==> src/rtl/instr_fetch.sv <==
// Instruction fetch sequencer: reads the PC, fetches the word over a req/ack memory port,
// hands it to decode with valid/ready, then writes the next PC back to the PC register.
module instr_fetch #(
    parameter int unsigned PC_STEP  = 4,
    parameter int unsigned MAX_WAIT = 15
) (
    input  logic        Clock_in,
    input  logic        Signal_reset,
    input  logic [31:0] Pc_in,
    output logic [31:0] Pc_next,
    output logic        Pc_write,
    output logic        Mem_req,
    output logic [31:0] Mem_addr,
    input  logic        Mem_ack,
    input  logic [31:0] Mem_rdata,
    output logic [31:0] Instr_out,
    output logic [31:0] Instr_pc,
    output logic        Instr_valid,
    input  logic        Instr_ready,
    input  logic        Branch_taken,
    input  logic [31:0] Branch_target,
    output logic        Fetch_error
);

    localparam int unsigned CNT_W = (MAX_WAIT < 2) ? 1 : $clog2(MAX_WAIT + 1);
    localparam logic [CNT_W-1:0] MAX_WAIT_C = CNT_W'(MAX_WAIT);
    localparam logic [CNT_W-1:0] CNT_ONE_C  = CNT_W'(1);
    localparam logic [31:0]      PC_STEP_C  = 32'(PC_STEP);

    typedef enum logic [2:0] {
        IDLE   = 3'd0,
        FETCH  = 3'd1,
        HOLD   = 3'd2,
        UPDATE = 3'd3,
        ERROR  = 3'd4
    } state_t;

    state_t           state_r, state_s;
    logic [CNT_W-1:0] wait_cnt_r, wait_cnt_s;
    logic [31:0]      pc_next_s, instr_out_s, instr_pc_s;
    logic             pc_write_s, instr_valid_s, fetch_error_s;
    logic [CNT_W-1:0] wait_inc_s;

    // Request path is combinational so the address tracks Pc_in within the FETCH cycle
    always_comb begin
        Mem_req  = (state_r == FETCH);
        Mem_addr = (state_r == FETCH) ? Pc_in : 32'h0000_0000;
    end

    // Next-state and next-output decode
    always_comb begin
        state_s       = state_r;
        wait_cnt_s    = wait_cnt_r;
        pc_next_s     = Pc_next;
        pc_write_s    = 1'b0;
        instr_out_s   = Instr_out;
        instr_pc_s    = Instr_pc;
        instr_valid_s = Instr_valid;
        fetch_error_s = Fetch_error;
        wait_inc_s    = wait_cnt_r + CNT_ONE_C;
        case (state_r)
            IDLE: begin
                state_s = FETCH;
            end
            FETCH: begin
                if (Mem_ack) begin
                    instr_out_s   = Mem_rdata;
                    instr_pc_s    = Pc_in;
                    instr_valid_s = 1'b1;
                    wait_cnt_s    = '0;
                    state_s       = HOLD;
                end else if (wait_inc_s == MAX_WAIT_C) begin
                    // Timeout is terminal until reset
                    wait_cnt_s    = wait_inc_s;
                    fetch_error_s = 1'b1;
                    instr_valid_s = 1'b0;
                    state_s       = ERROR;
                end else begin
                    wait_cnt_s = wait_inc_s;
                end
            end
            HOLD: begin
                if (Instr_ready) begin
                    instr_valid_s = 1'b0;
                    pc_write_s    = 1'b1;
                    pc_next_s     = Branch_taken ? Branch_target : (Instr_pc + PC_STEP_C);
                    state_s       = UPDATE;
                end else begin
                    state_s = HOLD;
                end
            end
            UPDATE: begin
                state_s = FETCH;
            end
            ERROR: begin
                state_s       = ERROR;
                fetch_error_s = 1'b1;
                instr_valid_s = 1'b0;
            end
            default: begin
                state_s       = ERROR;
                fetch_error_s = 1'b1;
                instr_valid_s = 1'b0;
            end
        endcase
    end

    // State and counter registers
    always_ff @(posedge Clock_in or posedge Signal_reset) begin
        if (Signal_reset) begin
            state_r    <= IDLE;
            wait_cnt_r <= '0;
        end else begin
            state_r    <= state_s;
            wait_cnt_r <= wait_cnt_s;
        end
    end

    // Registered outputs
    always_ff @(posedge Clock_in or posedge Signal_reset) begin
        if (Signal_reset) begin
            Pc_next     <= 32'h0000_0000;
            Pc_write    <= 1'b0;
            Instr_out   <= 32'h0000_0000;
            Instr_pc    <= 32'h0000_0000;
            Instr_valid <= 1'b0;
            Fetch_error <= 1'b0;
        end else begin
            Pc_next     <= pc_next_s;
            Pc_write    <= pc_write_s;
            Instr_out   <= instr_out_s;
            Instr_pc    <= instr_pc_s;
            Instr_valid <= instr_valid_s;
            Fetch_error <= fetch_error_s;
        end
    end

endmodule

==> config.mk <==
export PLATFORM = sky130hd
export DESIGN_NAME = instr_fetch
export DESIGN_NICKNAME = d
export VERILOG_FILES = /design/src/rtl/instr_fetch.sv
export SDC_FILE = /design/constraint.sdc
export NUM_CORES = 1
export LEC_CHECK = 0
export ABC_AREA = 1
export CORE_MARGIN = 4
export CORE_UTILIZATION = 47
export DETAILED_ROUTE_END_ITERATION = 7
export GPL_TIMING_DRIVEN = 0
export PLACE_DENSITY = 0.92
export RECOVER_POWER = 100
export SLEW_MARGIN = 15
export SYNTH_ARGS = -nofsm -noshare
export SYNTH_HDL_FRONTEND = slang
export SYNTH_SLANG_ARGS = --single-unit
export TNS_END_PERCENT = 100
==> constraint.sdc <==
create_clock -name Clock_in -period 9.3 [get_ports Clock_in]
set_clock_uncertainty 0.05 [all_clocks]
set_input_delay 1.395 -clock Clock_in [delete_from_list [all_inputs] [get_ports Clock_in]]
set_output_delay 1.395 -clock Clock_in [all_outputs]
set_load 0.01 [all_outputs]
# Yosys cells after proc, flatten, opt, wreduce, memory -nomap -nowiden
# Index checks and enable logic that the tools add are counted.
# word_totals
ff_bits	106
latchBits	0
mem_bits_rw	0
romBits	0
inputBits	101
word_cells	43
mem_count	0
# classes
addsub	2
mul	0
div	0
order_cmp	0
eq_ne	8
n_shift	0
muxes	16
n_bitwise	2
n_reduce_logical	7
# ops
cell	count
$mux W32	2
$add A32 B3 Y32 const B	1
$pmux W3 S3	1
$mux W1	8
$eq A3 B2 Y1 const B	2
$mux W3	2
$reduce_and A3 Y1	2
$add A4 B1 Y4 const B	1
$eq A4 B4 Y1 const B	1
$mux W4	1
$ne A2 B2 Y1 const B	2
$reduce_and A2 Y1	2
$eq A3 B1 Y1 const B	1
$logic_not A3 Y1	1
$ne A3 B1 Y1 const B	1
$pmux W1 S3	1
$reduce_or A3 Y1	1
$ne A2 B1 Y1 const B	1
$not A1 Y1	2
$pmux W1 S2	1
$reduce_or A2 Y1	1

# Logic depth before layout (Yosys ltp)
# logic_depth
depth_word	5
mapped_depth	10
mapped_depth_nobuf	10

# Least setup slack after synthesis
# No wires, ideal clock.
# synth_timing
path_kind	input-to-output
startpoint	input port Pc_in[0]
endpoint	output port Mem_addr[0]
arrival_time_ns	1.597
required_ns	7.855
path_slack_ns	6.258
cell_stages	2
path_buffers	0
cell_sequence	inv_1 > nor2_1
# synth_via
elab_chain_cells	1
# synth_lines
element	line	source
start, declared	9	input logic [31:0] Pc_in,
$mux W32	47	Mem_addr = (state_r == FETCH) ? Pc_in : 32'h0000_0000;
end, declared	13	output logic [31:0] Mem_addr,
# Every way passes these cells.

# Final worst setup path
# layout_timing
startpoint	input port Pc_in[10]
endpoint	output port Mem_addr[10]
# Same word-level chain as after synthesis.

==> metrics.cfg <==
[layout]
fin_nets = 1010
diodes = 0
drive_gt1_frac = 0.0593
syn_to_final_growth_pct = 48.6

[clock_network]
cts_resized = 0
clock-sinks = 106
clkTransAtPathRegs_ns = 0.08
cts_root_buf = clkbuf_16
cts_setup_buffers = 0
clk_latency_ns = 0.35
ctsHoldBuffers = 0
htreeDepth = 3
numCtsBuffers = 9
max-clock-path-buffers = 2
tritoncts = built

[synth]
ys_types = 33
yosys_register_bits = 106
syn_inst = 663
synth_warnings = 0
synth_top_area_share = 0.478
synth-async-reset-ratio = 1.00
synth_commonest_cells = nand2_1 (179), dfrtp_1 (106), nor2_1 (99)
synth_area_mm2 = 0.00555
yosys.area.top_type = dfrtp_1
synth_fa_ha_area_frac = 0.00676
muxShareOfSynthArea = 0.0866
seq_area_frac_synth = 0.478
ys_top_cells_by_area = dfrtp_1 (48%), nand2_1 (12%), mux2_4 (8.7%)
synthSimpleGateAreaFrac = 0.262
synth_top_family_by_area = simple AND/OR/NAND/NOR gates
synth-compound-area-share = 0.0830
synth_fp_nets = 767
synth_xor_area_frac = 0.0110
synthMostInstantiatedCell = nand2_1
ys.flop_type = dfrtp_1
synth_edf_count = 0
syn-mean-instance-area_um2 = 8.37

[die]
rows = 39
start_util = 0.484
core_area_mm2 = 0.0115
fp.dieH_um = 117
die_w_um = 117
io-pin-count = 233
die_area_mm2 = 0.0136

[worst_setup_path]
crit_arrival_ns = 2.69
cp-start-kind = input port
crit_slowest_cell = dlygate4sd3_1
critPathMaxStageDelay_ns = 0.65
cp_data_required_time_ns = 7.86
end_kind = primary output
crit_type = in2out
worstPathMaxFanout = 2
worstPathCellList = clkdlybuf4s50_1, inv_1, nor2_1, dlygate4sd3_1

[status]
failed_checks = max-capacitance violations, max-slew violations
status = complete, but fails checks

[timing]
setup_viol = 0
tightest_slew_ns = 1.60
slew_headroom = -0.0715
drv_slew = 36
period_minus_slack_ns = 4.13
hold_violations = 0
tns_ns = 0
holdWs_ns = 0.409
fin_crit_sh = 0.445
rsz0062_at_grt = false
fmax_mhz = 242

[drt]
drtIter0Drc = 378
wl_per_cell_um = 17.0
ant_nets = 0
dr.pass1.iters = 5
via_per_inst = 5.13
num_vias = 5409
drc = 0
routed_wl_um = 17900

[grt]
antenna_found_initial = 0
grt_pass1_wl_um = 27800
grt_use_total = 0.264
grt_pass1_vias = 5574
grt-ovfl-total = 0
grt_max_degree = 72

[placed_design]
gp_congestion = 0.919
dp_hpwl_um = 13900
portBuffers = 231

[power]
leakagePower_nw = 3.95
p_total_mw = 2.36
ir_drop_mv = 0.169
power_density_mw_per_mm2 = 286

[worst_hold_path]
hp-class = reg2reg

[run]
cap_violations = 1

## flip-flops by register name, summed over array words and instances, names as in the netlist
name	cells
Instr_out	32
Instr_pc	32
Pc_next	32
wait_cnt_r	4
state_r	3
Fetch_error	1
Instr_valid	1
Pc_write	1
## power by group
part           leakage (nW)  total (mW)  internal, mW  switching [mW]
clock network         0.159       0.430         0.241           0.189
registers              1.31       0.876         0.675           0.201
logic                  2.48        1.05         0.540           0.514
## worst paths after layout
| path | start | to | slack [ns] | cells after the start |
|---|---|---|---|---|
| max | Pc_in[10] | Mem_addr[10] | 5.17 | 4 |
| min | Fetch_error | Fetch_error | 0.41 | 2 |
| max reg2reg | state_r[0] | Instr_pc[5] | 6.89 | 9 |
| min reg2reg | Fetch_error | Fetch_error | 0.41 | 2 |
| max in group asynchronous | Signal_reset | Pc_next[20] | 6.43 | 3 |
| min in group asynchronous | Signal_reset | Instr_out[27] | 1.83 | 2 |
## layer usage
| layer | track usage | part of all wire | vias to the layer above |
|---|---|---|---|
| met2 | 0.463 | 0.50 | 272 |
| li1 | - | - | 2582 |
| met5 | 0 | 0 | - |
| met1 | 0.306 | 0.38 | 2523 |
| met3 | 0.0798 | 0.099 | 32 |
| met4 | 0.0948 | 0.021 | 0 |
## stage by stage
step | instances | util | setup WS [ns] | instance area (µm²)
global route | 1054 | 0.719 | 5.11 | 8250
CTS | 1054 | 0.733 | 5.20 | 8400
detailed placement | 1038 | 0.704 | 5.21 | 8070
global placement | 1037 | 0.701 | 3.64 | 8040
finish | 1054 | 0.719 | 5.17 | 8250
floorplan | 663 | - | 5.07 | 5550
## placed cells by master, fill, tap and decap left out, types with 2 or more instances in the layout
cell,synthesis,routed
clkbuf_1,10,21
o21ai_1,21,3
nor2_4,6,6
clkdlybuf4s50_1,0,96
clkbuf_16,0,9
inv_1,64,64
ha_1,3,3
a2bb2oi_1,7,7
nand2_1,179,180
nor2_2,7,7
buf_2,5,3
inv_6,0,3
mux2_1,0,27
bufinv_16,0,2
mux2_4,32,5
xor2_1,2,2
a21oi_1,11,11
xnor2_1,5,5
o21bai_1,6,6
dfrtp_1,106,106
a21boi_0,0,3
o31ai_1,4,4
nand2_4,4,3
or2_2,4,4
nand2_2,4,4
dlygate4sd3_1,0,135
nor2_1,99,99
nand3_1,39,39
o21ai_0,22,40
inv_2,4,3
## area by class of cell
type / instances / area, µm²
Clock inverter: 7 / 105
Clock buffer: 9 / 225
Timing Repair Buffer: 232 / 2340
Buffer: 25 / 97.6
Tap cell: 143 / 179
Sequential cell: 106 / 2650
Inverter: 69 / 263
Multi-Input combinational cell: 463 / 2380
Fill cell: 863 / 3220
## kinds of logic (layout without fill, tap and decap cells)
logic type	count (synthesis)	count (layout)
AOI/OAI and AO/OA	78	78
xor gates and xnor gates	7	7
adders and majority gates	3	3
buffers and inverters	94	342
DFF	106	106
muxes	32	32
and+or+nand+nor	343	343
## critical path: cells and delay by family
family / cells / cell delay, ns
buf+inv: 3 / 1.18
simple gates: 1 / 0.12
Power figures use the tool's default switching activity.
